===== config.mk =====
export PLATFORM = sky130hd
export DESIGN_NAME = shift_normalizer_flat
export DESIGN_NICKNAME = d
export VERILOG_FILES = /design/src/rtl/shift_normalizer_if.sv /design/src/rtl/shift_normalizer.sv /design/src/flat_wrapper.sv
export SDC_FILE = /design/constraint.sdc
export NUM_CORES = 1
export LEC_CHECK = 0
export BUFFER_PORTS_ARGS = -buffer_cell sky130_fd_sc_hd__clkbuf_2
export CORE_ASPECT_RATIO = 1.25
export CORE_UTILIZATION = 31
export DETAILED_ROUTE_END_ITERATION = 10
export GPL_TIMING_DRIVEN = 0
export MAX_ROUTING_LAYER = met4
export PLACE_DENSITY = 0.59
export SLEW_MARGIN = 20
export SYNTH_ARGS = -nofsm -noshare
export SYNTH_HDL_FRONTEND = slang
export SYNTH_SLANG_ARGS = --single-unit

===== constraint.sdc =====
create_clock -name clk -period 2.9 [get_ports clk]
set_input_delay 0.58 -clock clk [delete_from_list [all_inputs] [get_ports clk]]
set_output_delay 0.58 -clock clk [all_outputs]
set_load 0.03 [all_outputs]

===== src/rtl/shift_normalizer_if.sv =====
// Handshake and data bundle between a normalization requester and the shift normalizer.
interface shift_normalizer_if;
    logic        start;
    logic [15:0] data_in;
    logic        mode;
    logic        busy;
    logic        done;
    logic [15:0] data_out;
    logic [3:0]  shamt;
    logic        zero;

    modport master (
        output start, data_in, mode,
        input  busy, done, data_out, shamt, zero
    );

    modport slave (
        input  start, data_in, mode,
        output busy, done, data_out, shamt, zero
    );
endinterface


===== src/rtl/shift_normalizer.sv =====
// Iterative left-shift normalizer: one bit per cycle until the operand is normalized
// (unsigned: msb set, signed: msb differs from bit 14) or the shift count reaches 15.
module shift_normalizer (
    input  logic               clk,
    input  logic               rst_n,
    shift_normalizer_if.slave  bus
);

    localparam logic [0:0] IDLE  = 1'b0;
    localparam logic [0:0] SHIFT = 1'b1;

    logic [0:0]  state_r;
    logic [15:0] work_r;
    logic        mode_r;
    logic [3:0]  count_r;
    logic        busy_r;
    logic        done_r;
    logic [15:0] data_out_r;
    logic [3:0]  shamt_r;
    logic        zero_r;

    function automatic logic is_normalized(input logic [15:0] word, input logic signed_mode);
        if (signed_mode) begin
            is_normalized = word[15] ^ word[14];
        end else begin
            is_normalized = word[15];
        end
    endfunction

    // Control FSM, working shift register and registered result outputs.
    always_ff @(posedge clk) begin
        if (!rst_n) begin
            state_r    <= IDLE;
            work_r     <= 16'h0000;
            mode_r     <= 1'b0;
            count_r    <= 4'd0;
            busy_r     <= 1'b0;
            done_r     <= 1'b0;
            data_out_r <= 16'h0000;
            shamt_r    <= 4'd0;
            zero_r     <= 1'b0;
        end else begin
            done_r <= 1'b0;
            case (state_r)
                IDLE: begin
                    if (bus.start) begin
                        count_r <= 4'd0;
                        if (bus.data_in == 16'h0000) begin
                            // A zero operand can never normalize: report it immediately.
                            done_r     <= 1'b1;
                            data_out_r <= 16'h0000;
                            shamt_r    <= 4'd0;
                            zero_r     <= 1'b1;
                        end else begin
                            work_r  <= bus.data_in;
                            mode_r  <= bus.mode;
                            state_r <= SHIFT;
                            busy_r  <= 1'b1;
                        end
                    end
                end
                SHIFT: begin
                    if (is_normalized(work_r, mode_r) || (count_r == 4'd15)) begin
                        data_out_r <= work_r;
                        shamt_r    <= count_r;
                        zero_r     <= 1'b0;
                        done_r     <= 1'b1;
                        state_r    <= IDLE;
                        busy_r     <= 1'b0;
                    end else begin
                        work_r  <= {work_r[14:0], 1'b0};
                        count_r <= count_r + 4'd1;
                    end
                end
                default: begin
                    state_r <= IDLE;
                    busy_r  <= 1'b0;
                end
            endcase
        end
    end

    assign bus.busy     = busy_r;
    assign bus.done     = done_r;
    assign bus.data_out = data_out_r;
    assign bus.shamt    = shamt_r;
    assign bus.zero     = zero_r;

endmodule


===== src/flat_wrapper.sv =====
// flat-port wrapper written by rule: the top's interface ports become plain ports
module shift_normalizer_flat 
  (clk, rst_n, bus_start, bus_data_in, bus_mode, bus_busy, bus_done, bus_data_out, bus_shamt, bus_zero);
  shift_normalizer_if bus_i ();
  input  logic clk;
  input  logic rst_n;
  input wire logic [$bits(bus_i.start)-1:0] bus_start;
  input wire logic [$bits(bus_i.data_in)-1:0] bus_data_in;
  input wire logic [$bits(bus_i.mode)-1:0] bus_mode;
  output wire logic [$bits(bus_i.busy)-1:0] bus_busy;
  output wire logic [$bits(bus_i.done)-1:0] bus_done;
  output wire logic [$bits(bus_i.data_out)-1:0] bus_data_out;
  output wire logic [$bits(bus_i.shamt)-1:0] bus_shamt;
  output wire logic [$bits(bus_i.zero)-1:0] bus_zero;
  assign bus_i.start = bus_start;
  assign bus_i.data_in = bus_data_in;
  assign bus_i.mode = bus_mode;
  assign bus_busy = bus_i.busy;
  assign bus_done = bus_i.done;
  assign bus_data_out = bus_i.data_out;
  assign bus_shamt = bus_i.shamt;
  assign bus_zero = bus_i.zero;
  shift_normalizer u_core (.clk(clk), .rst_n(rst_n), .bus(bus_i));
endmodule

Word level (Yosys, flattened, before mapping)
Cells that the tools add are included.
{"block": "op_classes", "addsub": 1, "eq_ne": 6, "mux": 33, "n_bitwise": 3, "reduce_logical": 7}
{"op": "$mux W16", "count": 6}
{"op": "$pmux W16 S2", "count": 2}
{"op": "$mux W4", "count": 5}
{"op": "$logic_not A16 Y1", "count": 1}
{"op": "$pmux W4 S2", "count": 2}
{"op": "$mux W1", "count": 14}
{"op": "$reduce_and A3 Y1", "count": 4}
{"op": "$ne A2 B2 Y1 const B", "count": 4}
{"op": "$pmux W1 S2", "count": 4}
{"op": "$add A4 B1 Y4 const B", "count": 1}
{"op": "$eq A4 B4 Y1 const B", "count": 1}
{"op": "$ne A2 B1 Y1 const B", "count": 1}
{"op": "$not A1 Y1", "count": 2}
{"op": "$reduce_and A2 Y1", "count": 1}
{"op": "$logic_or A1 B1 Y1", "count": 1}
{"op": "$xor A1 B1 Y1", "count": 1}
{"block": "totals", "reg_bits": 45, "output_inout_bits": 23, "elab_cells": 59}

Depth between registers and ports, before layout
{"block": "logic_depth", "ltp_word": 7, "ltp_mapped": 7, "depth_no_buf": 5}

Worst setup path before layout
No wires, ideal clock.
{"block": "synth_path", "kind": "input to register", "startpoint": "in bus_data_in[3]", "endpoint": "reg u_core.work_r[10]", "setup_time_ns": 0.066, "arrival_ns": 1.731, "path_slack_ns": 1.102, "stages": 6, "path_buffers": 2, "cell_sequence": "nor4_4 -> a41oi_4 -> or2_1 -> buf_6 -> buf_6 -> a21oi_2"}
{"block": "synth_between", "elab_chain_len": 3}
{"element": "start, declared", "line": "flat_wrapper.sv:8", "text": "input wire logic [$bits(bus_i.data_in)-1:0] bus_data_in;"}
{"element": "$logic_not A16 Y1", "line": "shift_normalizer.sv:48", "text": "if (bus.data_in == 16'h0000) begin"}
{"element": "$ne A2 B2 Y1 (no line)"}
{"element": "$reduce_and A3 Y1 (no line)"}
{"element": "end signal, assigned", "line": "shift_normalizer.sv:55", "text": "work_r <= bus.data_in;"}
{"element": "end signal, assigned", "line": "shift_normalizer.sv:71", "text": "work_r <= {work_r[14:0], 1'b0};"}
{"element": "end, declared", "line": "shift_normalizer.sv:13", "text": "logic [15:0] work_r;"}
No other way between the ends.
A chain may end at the register's enable or synchronous reset.

Final worst setup path
{"block": "layout_path", "startpoint": "reg u_core.count_r[0]", "endpoint": "reg u_core.data_out_r[6], in the netlist u_core.bus.data_out[6]"}
{"block": "layout_between", "elab_chain_len": 4}
{"element": "start, declared", "line": "shift_normalizer.sv:15", "text": "logic [3:0] count_r;"}
{"element": "start signal, assigned", "line": "shift_normalizer.sv:72", "text": "count_r <= count_r + 4'd1;"}
{"element": "$eq A4 B4 Y1", "line": "shift_normalizer.sv:63", "text": "if (is_normalized(work_r, mode_r) || (count_r == 4'd15)) begin"}
{"element": "$logic_or A1 B1 Y1", "line": "shift_normalizer.sv:63"}
{"element": "$ne A2 B2 Y1 (no line)"}
{"element": "$reduce_and A3 Y1 (no line)"}
{"element": "end signal, assigned", "line": "shift_normalizer.sv:64", "text": "data_out_r <= work_r;"}
{"element": "end, declared", "line": "shift_normalizer.sv:18", "text": "logic [15:0] data_out_r;"}
No other way between the ends.

==> metrics.csv <==
stage,metric,value,unit
status,status,finished clean,
floorplan,initial core utilization,0.322,
sta,min Tclk post-route,2050,ps
cts,Clock Pin Slew Worst Setup and Hold Paths,90,ps
route,met3 WL,198,µm
finish,Final Instance Area,0.00242,mm²
sta,fin crit share,0.708,
place,Detail Placement HPWL,3760,µm
finish,Area Growth Syn to Fin,21.7,%
logic_synthesis,Post-Synth Simple-Gate Area,0.178,
power_and_ir_drop,power share of the clock group,0.345,
finish,# nets final,277,
route,DRT antenna net count,0,
route,metal2 WL,2360,µm
logic_synthesis,Yosys warnings,0,
cts,CTS Buffer Depth,2,
cts,total CTS buffers,5,
power_and_ir_drop,total power,0.00141,W
sta,final setup fails,0,
power_and_ir_drop,Cell Int Power,0.00100,W
sta,Least-Margin Pin Slew,778,ps
place,PortBufs,42,
logic_synthesis,Synth Cell Area,0.00199,mm²
critical_path,critical path cell sequence,"ha_1, and3_1, o31ai_2, o21ai_1, clkbuf_1, o22ai_1",
critical_path,buffer and inverter count on the worst path,1,
logic_synthesis,multiplexer share of the synthesized area,0.0862,
floorplan,die area,0.00674,mm²
logic_synthesis,Synth Area in Compound Gates,0.230,
floorplan,Die Wd,73.6,µm
worst_hold_path,min-delay worst type,flip-flop to flip-flop,
route,highest metal used,met4,
logic_synthesis,"EDFF count, synth",0,
cts,hold_buf cts,0,
power_and_ir_drop,leakage,0.940,nW
power_and_ir_drop,worst vdd ir,0.000206,V
logic_synthesis,Commonest cells post-synth,"dfxtp_1, nand2_1, o22ai_1",
logic_synthesis,Yosys top cell area share,0.453,
power_and_ir_drop,Sw Pwr,0.000404,W
power_and_ir_drop,Flop pwr share,0.491,
power_and_ir_drop,Pwr Density,581,mW/mm²
place,DP Cell Count,334,
finish,Antenna Cells,0,
logic_synthesis,"Seq/Total Area, Yosys",0.453,
route,Iteration-0 DRC Markers,137,
route,# DRC,0,
logic_synthesis,post-synth cell types,32,
logic_synthesis,Synth area leader,dfxtp_1,
critical_path,critical-path maximum fanout,10,
logic_synthesis,Post-Syn Nets,228,
logic_synthesis,ranking of synthesized cells by area,"dfxtp_1, mux2i_1, nand2_1, o22ai_1, o31ai_1",
route,vias per cell,5.07,
place,Final GP Congestion,0.778,
grt,gr ovfl total,0,
cts,Root Buffer Master,clkbuf_8,
floorplan,# IOs,43,
route,routed len/inst,14.8,µm
critical_path,Crit. End Element,flip-flop,
route,drt pass-1 iters,4,
cts,CTS Sinks,45,
logic_synthesis,Post-Synth XOR/XNOR Area,0,
finish,Final Non-Filler Cells,342,
floorplan,Die H,91.5,µm
critical_path,required time worst endpoint,3130,ps
cts,post-cts resize count,0,
critical_path,flop2flop setup slack,850,ps
cts,H-tree lvl count,2,
power_and_ir_drop,Comb pwr share,0.165,
sta,Worst Skew,6.55,ps
critical_path,CP peak stage delay,520,ps
logic_synthesis,Async SR Flop Fraction,0,
route,WL final,5070,µm
logic_synthesis,most common cell in the synthesized netlist,dfxtp_1,
critical_path,"delay-heaviest family, CP",compound AO/OA/AOI/OAI gates,
sta,Final Hold Fails,0,
cts,post-CTS setup buffer count,0,
floorplan,core box area,0.00617,mm²
logic_synthesis,Synth Area in Adders,0.00629,
route,Met1 Wirelength,2450,µm
cts,Worst-Skew Late Latency,300,ps
logic_synthesis,Main synth FF type,dfxtp_1,
logic_synthesis,Mapped Cells,207,
finish,area of the multi-input gates,996,µm²
sta,final slew viol count,0,
sta,Max-Slew Margin vs Limit,0.481,
critical_path,CP Class,flip-flop to flip-flop,
floorplan,FP Rows,32,
sta,RSZ-0062 raised after global routing,no,
place,Placed Area,0.00230,mm²
logic_synthesis,register bit total from synthesis,45,
grt,largest net degree at the start of global routing,16,
route,vias,1733,
grt,initial antenna violation count,0,
finish,# fillers,664,
cts,CTS tree,yes,
finish,layout cells sized above 1,0.292,
finish,Sequential cell area,901,µm²
power_and_ir_drop,sw frac,0.288,
grt,first-pass GRT wire length,8420,µm
job,max cap viols,0,
critical_path,critical path's slowest cell,o31ai_2,
critical_path,worst path arrival time,2280,ps
sta,Highest Clock Rate,0.487,GHz
logic_synthesis,largest family of logic cells by synthesized area,compound AO/OA/AOI/OAI gates,
grt,vias in the first global route,1631,
sta,Setup TNS,0,ps
grt,total global-route track usage,0.166,
critical_path,Worst setup SP type,flip-flop,
logic_synthesis,post-synthesis area per instance,9.60,µm²
-- tightest hold or removal path, stage by stage, from the launching register on --
cell,delay [ps]
dfxtp_1,320
nand2_1,50
o22ai_1,60
-- layout by cell type, fill, tap and decap left out, types with 2 or more instances in the layout --
master    Yosys  final
a21oi_1       8      8
a21oi_2      10     10
and2_1        3      3
and3_1        2      2
buf_2         4      4
buf_6         2      2
clkbuf_1     11     11
clkbuf_2      0     42
clkbuf_8      0      5
dfxtp_1      45     45
mux2i_1      16     16
nand2_1      41     41
nand3_1       3      3
nand4_1       2      2
nor2_1        2      2
nor2b_1       2      2
nor4_4        4      4
o21ai_0       3      3
o22ai_1      20     20
o31ai_1      15     15
-- through the flow --
stage / util / hold WS, ps / worst slack, ps
after floorplan: - / 459 / 1100
after global placement: 0.374 / 459 / 760
after detailed placement: 0.374 / 462 / 752
after CTS: 0.392 / 475 / 835
after global routing: 0.392 / 486 / 685
final: 0.392 / 471 / 845
-- kinds of logic after synthesis --
group	after synthesis
and+or+nand+nor	63
muxes	17
DFF	45
adders and majority gates	1
buffers and inverters	18
AOI/OAI and AO/OA	63
-- area by class of cell --
cell class / instances / share of cell area
multi-input cells: 144 / 0.412
flip-flops and latches: 45 / 0.372
repair buffers: 42 / 0.0869
well taps: 85 / 0.0440
plain buffers: 18 / 0.0377
clock buffers: 5 / 0.0284
clock inverters: 3 / 0.0191
-- worst paths after layout --
| kind | to | start | cells after the start |
|---|---|---|---|
| min reg2reg | u_core.bus.shamt[3]$_SDFFE_PN0P_ | u_core.bus.shamt[3]$_SDFFE_PN0P_ | 2 |
| min | u_core.bus.shamt[3]$_SDFFE_PN0P_ | u_core.bus.shamt[3]$_SDFFE_PN0P_ | 2 |
| max | u_core.bus.data_out[6]$_SDFFE_PN0P_ | u_core.count_r[0]$_SDFFE_PN0P_ | 6 |
| max reg2reg | u_core.bus.data_out[6]$_SDFFE_PN0P_ | u_core.count_r[0]$_SDFFE_PN0P_ | 6 |
-- power groups by stage --
stage          Clock (W)  Sequential, W  Combinational [W]
2_1_floorplan          0       0.000704           0.000152
3_3_place_gp           0       0.000704           0.000228
3_5_place_dp           0       0.000703           0.000232
4_1_cts         0.000496       0.000689           0.000233
5_1_grt         0.000521       0.000696           0.000254
6_report        0.000485       0.000690           0.000232
-- routing by layer --
| layer | vias up | track usage |
|---|---|---|
| met4 | 0 | 0.0481 |
| met1 | 834 | 0.232 |
| met2 | 41 | 0.249 |
| met5 | - | - |
| met3 | 5 | 0.0222 |
| li1 | 853 | - |
-- registers in the layout, summed over array words and instances (netlist names) --
register,flops
u_core.state_r,1
u_core.bus.data_out,16
u_core.work_r,16
u_core.bus.shamt,4
u_core.count_r,4
u_core.bus.busy,1
u_core.mode_r,1
u_core.bus.done,1
u_core.bus.zero,1
Note: power is estimated with default switching activity, not from simulation.
